`config.mk`:
```
export PLATFORM = sky130hd
export DESIGN_NAME = on_the_fly
export DESIGN_NICKNAME = d
export VERILOG_FILES = /design/src/rtl/on_the_fly_pkg.sv /design/src/rtl/on_the_fly_digit_sel.sv /design/src/rtl/on_the_fly.sv
export SDC_FILE = /design/constraint.sdc
export NUM_CORES = 1
export LEC_CHECK = 0
export ABC_AREA = 1
export CAP_MARGIN = 5
export CELL_PAD_IN_SITES_DETAIL_PLACEMENT = 1
export CELL_PAD_IN_SITES_GLOBAL_PLACEMENT = 2
export CORE_AREA = 4 4 133 71
export CTS_CLUSTER_DIAMETER = 60
export DETAILED_ROUTE_END_ITERATION = 12
export DIE_AREA = 0 0 137 75
export DONT_BUFFER_PORTS = 1
export GPL_TIMING_DRIVEN = 0
export PLACE_DENSITY = 0.83
export SYNTH_ARGS = -nofsm -noshare
export SYNTH_HDL_FRONTEND = slang
export SYNTH_SLANG_ARGS = --single-unit
```
`constraint.sdc`:
```
create_clock -name CLK -period 3.6 [get_ports CLK]
set_clock_uncertainty 0.1 [all_clocks]
set_input_delay 0.36 -clock CLK [delete_from_list [all_inputs] [get_ports CLK]]
set_output_delay 0.36 -clock CLK [all_outputs]
set_load 0.1 [all_outputs]
```
`src/rtl/on_the_fly_pkg.sv`:
```
// Shared constants and types for the radix-4 on-the-fly quotient converter.
package on_the_fly_pkg;

   localparam int OTF_RADIX = 4;
   localparam int OTF_NDIG  = 12;
   localparam int OTF_W     = 2 * OTF_NDIG;

   // Signed quotient digit, legal range -2..+2.
   typedef logic signed [2:0] digit_t;

   // Per-digit decode produced by the digit selector.
   typedef struct packed {
      logic [1:0] q_fld;       // value written into field F of the new Q
      logic [1:0] qm_fld;      // value written into field F of the new QM
      logic       q_from_qm;   // new Q is built from QM (q < 0)
      logic       qm_from_qm;  // new QM is built from QM (q <= 0)
   } digit_sel_t;

endpackage

```
`src/rtl/on_the_fly_digit_sel.sv`:
```
// Combinational digit decode: maps (q, q_abs) to the field values and the
// source selects for the Q/QM update. Illegal digits still only produce a
// 2-bit field value, so they can never disturb bits outside field F.
module on_the_fly_digit_sel
   import on_the_fly_pkg::*;
(
   input  digit_t     q,
   input  logic [2:0] q_abs,
   output digit_sel_t sel
);

   logic [2:0] q_neg_fld;
   logic [2:0] qm_neg_fld;
   logic [1:0] q_pos_m1;

   // Decode the digit into field values and register-source selects.
   always_comb begin
      sel        = '0;
      q_neg_fld  = 3'd4 - q_abs;
      qm_neg_fld = 3'd3 - q_abs;
      q_pos_m1   = q[1:0] - 2'd1;
      if (q[2]) begin
         // Negative digit: borrow from QM.
         sel.q_fld      = q_neg_fld[1:0];
         sel.qm_fld     = qm_neg_fld[1:0];
         sel.q_from_qm  = 1'b1;
         sel.qm_from_qm = 1'b1;
      end else if (q == 3'sd0) begin
         // Zero digit: Q extends with 0, QM extends with 3 (all ones).
         sel.q_fld      = 2'd0;
         sel.qm_fld     = 2'd3;
         sel.q_from_qm  = 1'b0;
         sel.qm_from_qm = 1'b1;
      end else begin
         // Positive digit: both registers are derived from Q.
         sel.q_fld      = q[1:0];
         sel.qm_fld     = q_pos_m1;
         sel.q_from_qm  = 1'b0;
         sel.qm_from_qm = 1'b0;
      end
   end

endmodule

```
`src/rtl/on_the_fly.sv`:
```
// Radix-4 on-the-fly quotient converter. Holds the Q/QM register pair and
// inserts one 2-bit digit field per enabled cycle, MSB field first.
// Only radix 4 is supported; RADIX is carried for interface compatibility.
module on_the_fly
   import on_the_fly_pkg::*;
#(
   parameter int RADIX = OTF_RADIX,
   parameter int NDIG  = OTF_NDIG,
   parameter int W     = OTF_W
) (
   input  logic         CLK,
   input  logic         nRST,
   input  logic         CE,
   input  digit_t       q,
   input  logic [2:0]   q_abs,
   input  logic [3:0]   pointer,
   output logic [W-1:0] dout
);

   localparam logic [3:0] LAST_PTR = 4'(NDIG - 1);

   logic [W-1:0] q_r;
   logic [W-1:0] qm_r;
   logic [W-1:0] q_next;
   logic [W-1:0] qm_next;
   digit_sel_t   sel;
   logic         upd;

   on_the_fly_digit_sel u_digit_sel (
      .q     (q),
      .q_abs (q_abs),
      .sel   (sel)
   );

   // Pointers 12..15 are out of range and leave both registers untouched.
   assign upd = CE && (pointer <= LAST_PTR);

   // Copy the selected source register whole, then overwrite field F only.
   always_comb begin
      q_next  = sel.q_from_qm  ? qm_r : q_r;
      qm_next = sel.qm_from_qm ? qm_r : q_r;
      for (int k = 0; k < NDIG; k++) begin
         if (pointer == 4'(k)) begin
            q_next[W-1-2*k -: 2]  = sel.q_fld;
            qm_next[W-1-2*k -: 2] = sel.qm_fld;
         end
      end
   end

   // Register pair: reset clears both, CE gates the update.
   always_ff @(posedge CLK) begin
      if (nRST) begin
         q_r  <= '0;
         qm_r <= '0;
      end else if (upd) begin
         q_r  <= q_next;
         qm_r <= qm_next;
      end
   end

   assign dout = q_r;

endmodule

```
## Word level (Yosys, flattened, before mapping)

Cells that the tools add are included.

| storage, ports and cells | value |
|---|---|
| flip-flop bits (word level) | 48 |
| input port bits | 13 |
| word-level logic and storage cells | 118 |

| operators by class | value |
|---|---|
| $add $sub $neg | 3 |
| $lt $le $gt $ge | 1 |
| eq/ne operators | 23 |
| muxes and demuxes | 28 |
| reductions and logical operators | 39 |

Operators with widths:

| cell | count |
|---|---|
| $mux 2 | 24 |
| $mux 24 | 2 |
| $reduce_and 2->1 | 24 |
| $ne 2x1->1 const B | 12 |
| $reduce_bool 2->1 | 12 |
| $eq 4x3->1 const B | 4 |
| $eq 4x4->1 const B | 4 |
| $mux 6 | 2 |
| $eq 4x2->1 const B | 2 |
| $eq 4x1->1 const B | 1 |
| $le 4x4->1 const B | 1 |
| $logic_not 4->1 | 1 |
| $logic_not 3->1 | 1 |
| $sub 1x2->2 const A | 1 |
| $sub 2x1->2 const B | 1 |
| $sub 2x2->2 const A | 1 |
| $logic_and 1x1->1 | 1 |

## Logic depth before layout (Yosys ltp)

| depth | value |
|---|---|
| depth after elaboration | 5 |
| depth in mapped cells | 10 |
| depth with buffers taken out | 9 |

## By module

From an unflattened synthesis, not the netlist that was laid out.

| unflattened totals | value |
|---|---|
| cells, all modules | 514 |
| area, all modules | 2834.0 µm² |

By module, submodules not included:

| module | times used | cells an instance | area an instance (µm²) |
|---|---|---|---|
| on_the_fly | 1 | 496 | 2738.9 |
| on_the_fly_digit_sel | 1 | 18 | 95.1 |

## Worst setup path before layout

No wires, ideal clock.

| timing path | value |
|---|---|
| path type | register to register |
| start point | register q_r[16] (netlist: dout[16]) |
| end point | register qm_r[16] |
| arrival | 1.343 ns |
| setup slack | 2.093 ns |
| stages on the path, launching flop included | 5 |
| buffers on the path | 0 |
| period minus slack after synthesis | 1.507 ns |
| cell sequence | dfxtp_1 inv_1 o21ai_0 nor2_1 nor2_1 |

| on the way | value |
|---|---|
| longest elaborated chain between the ends | 2 |

Ends and longest elaborated chain:

| what | line | source |
|---|---|---|
| start: declaration | on_the_fly.sv:22 | `logic [W-1:0] q_r;` |
| start signal: assignment | on_the_fly.sv:56 | `q_r <= q_next;` |
| $mux 24 | on_the_fly.sv:41 | `qm_next = sel.qm_from_qm ? qm_r : q_r;` |
| $mux 2 | on_the_fly.sv:43 | `if (pointer == 4'(k)) begin` |
| end signal: assignment | on_the_fly.sv:57 | `qm_r <= qm_next;` |
| end: declaration | on_the_fly.sv:23 | `logic [W-1:0] qm_r;` |

No other way between the ends. The select of a mux whose other input is x is not followed.
A chain may end at the register's enable or synchronous reset.

## Worst setup path in the final report

| timing path | value |
|---|---|
| start point | register q_r[17] (netlist: dout[17]) |
| end point | output dout[17] |

RTL lines:

| what | line | source |
|---|---|---|
| end: declaration | on_the_fly.sv:17 | `output logic [W-1:0] dout` |

No word-level cell between the ends.

==> metrics.md <==
| Metric | Value |
|---|---|
| Status | `complete, no violations` |
| Post-CTS setup buffers | `0` |
| Worst r2r path cells | `4` |
| Final setup viols | `0` |
| Placed Cells | `610` |
| CP startpoint kind | `flop` |
| Clock Tree Buf Depth | `2` |
| GR Layer Usage met2 | `32.1%` |
| Slew HR | `30.9%` |
| Number of global-route vias before repair | `3005` |
| Fin crit share | `49.3%` |
| Final HPWL from detailed placement | `7620 um` |
| Gr busiest metal | `met2` |
| Num Clock Sinks | `48` |
| Yosys warning total | `0` |
| Avg Vias per Cell | `4.91` |
| Pin count of the biggest net entering global routing | `14` |
| Pwr dens | `460 nW/um2` |
| CP required | `3140 ps` |
| Min cycle time layout | `1770 ps` |
| I/O Buffers | `0` |
| CTS tree | `done` |
| Setup TNS | `0 ps` |
| Core footprint | `8410 um2` |
| Hold_sp | `q[2]` |
| RSZ-0062 raised after global routing | `false` |
| Post-synthesis sequential area ratio | `34.0%` |
| Number of synthesized register bits | `48` |
| First-pass GRT wire length | `16400 um` |
| Leak | `1.57 nW` |
| DRT iter0 DRCs | `186` |
| Worst-path fanout max | `3` |
| Hold Buf Count CTS | `0` |
| Worst Tran Pin Value | `1040 ps` |
| Antenna viol nets, final | `0` |
| Initial Util | `33.6%` |
| Peak supply drop | `0.177 mV` |
| Cell count after synthesis | `493` |
| Drc violations | `0` |
| Final hold violation count | `0` |
| Fmax | `564 MHz` |
| GRT met3 Usage | `5.74%` |
| Layout cells sized above 1 | `4.79%` |
| CTS resizes | `0` |
| # IOs | `37` |
| CTS Buf Count | `5` |
| Area grow syn2layout | `10.3%` |
| Post-route insts no fill | `618` |
| Syn avg cell area | `5.74 um2` |
| Global-route usage over all layers | `21.1%` |
| Routed WL per cell | `16.7 um` |
| Final wirelength | `10300 um` |
| Mapped Nets | `507` |
| Later-pin clock latency in the skew report | `300 ps` |
| Synth Cell Area | `2830 um2` |
| Data arrival time of the critical path | `1310 ps` |
| CTS root buf | `clkbuf_16` |
| Die H | `75 um` |
| Via count | `3034` |
| Antenna fix cells | `0` |
| Class of the most critical setup path | `flop to primary output` |
| WHS Endpoint | `dout[2]` |
| Hold depth | `3` |
| Nets | `514` |
| Pins Over Slew Limit | `0` |
| Met1 Use GR | `30.3%` |
| Gpl congestion | `0.887` |
| DIE AREA | `10300 um2` |
| Worst R2R Setup Slack | `1900 ps` |
| DRT Pass-1 Iters | `5` |
| Max-capacitance violation count | `0` |
| Worst-path clk slew | `70 ps` |
| Initial antenna violation count | `0` |
| FF-to-FF End | `qm_r[16]` |
| RR Startpoint | `dout[16]` |
| Die width | `137 um` |
| Distinct cell type count after synthesis | `23` |
| H-Tree Level Count | `2` |
| Crit end category | `primary output` |
| Gr ovfl total | `0` |
| Worst Hold Class | `input port to flop` |
| Row Count | `24` |
==> power by group <==
group / internal [mW] / total [mW] / switching [mW]
sequential: 0.563 / 0.715 / 0.152
combinational: 0.0678 / 0.224 / 0.157
clock: 0.278 / 0.495 / 0.217
total: 0.909 / 1.43 / 0.526
==> worst register-to-register path, cell delays in order (launching register included) <==
cell     delay, ps
dfxtp_1        970
inv_1          150
o21ai_0        250
nor2_1          70
nor2_1         100
==> flip-flops by register name, indices dropped and copies added, names as in the netlist <==
| register | count |
|---|---|
| dout | 24 |
| qm_r | 24 |
==> worst max-delay path by stage <==
stage | from | endpoint | depth (start not counted)
final | dout[17] | dout[17] | 0
after global routing | dout[16] | qm_r[16] | 4
after CTS | dout[17] | dout[17] | 0
after detailed placement | q[0] | qm_r[23] | 8
after global placement | q[0] | dout[18] | 7
after floorplan | dout[16] | qm_r[16] | 4
==> final cells by class <==
class                      count  area, um2
sequential                    48        961
clock buffer                   8        146
buffer                        13       76.3
multi-input combinational    378       1590
inverter                      54        203
fill                        1144       5290
tap                          117        146
==> per-layer routing <==
metal  wire (um)  part of all wire, %
met4          98                 0.95
met5           0                    0
met2        4180                   40
met3         796                  7.7
met1        5270                   51
==> logic make-up (layout without fill, tap and decap cells) <==
kind of cell,after synthesis,after routing,share of synthesized area [%]
adder cells (fa/ha/maj),1,1,0.442
AND/OR/NAND/NOR,291,291,40.0
flip-flops,48,48,34.0
buffers and inverters,67,75,9.86
AO/OA/AOI/OAI,86,86,15.7
==> cells in the mapped netlist <==
cell      count  share of area [%]
a21boi_1      1               0.27
a21oi_1      37                6.5
buf_1         1               0.13
buf_2         2               0.35
buf_4         4                1.1
buf_6         1               0.40
clkbuf_1      3               0.40
clkbuf_2      2               0.35
dfxtp_1      48                 34
ha_1          1               0.44
inv_1        51                6.8
inv_2         3               0.40
nand2_1     178                 24
nand3_1      13                2.3
nand3b_1      1               0.27
nor2_1       92                 12
nor2_2        3               0.66
nor2_4        1               0.40
nor3_1        2               0.35
o21ai_0      46                8.1
o21ai_1       1               0.18
o21ai_4       1               0.58
or2_2         1               0.22
==> layout by cell type, fill, tap and decap left out <==
cell type,count
nor2_4,1
inv_1,51
buf_1,1
o21ai_0,46
a21boi_1,1
clkbuf_1,5
nor2_1,92
or2_2,1
nand2_1,178
clkbuf_16,5
clkbuf_2,2
clkbuf_8,1
buf_6,1
o21ai_1,1
nand3_1,13
dfxtp_1,48
nor3_1,2
buf_4,4
o21ai_4,1
a21oi_1,37
buf_2,2
nand3b_1,1
ha_1,1
inv_2,3
nor2_2,3
==> stage by stage <==
stage / setup slack [ps] / hold slack, ps / instance area [um2] / util, % / power [mW]
2_1_floorplan: 2090 / 344 / 2830 / - / 0.878
3_5_place_dp: 1670 / 358 / 2980 / 35.4 / 0.950
4_1_cts: 1810 / 280 / 3120 / 37.1 / 1.44
6_report: 1830 / 275 / 3120 / 37.1 / 1.43
3_3_place_gp: 1610 / 356 / 2980 / 35.4 / 0.943
5_1_grt: 1780 / 336 / 3120 / 37.1 / 1.50
No activity file was read; power rests on OpenSTA's default activity.
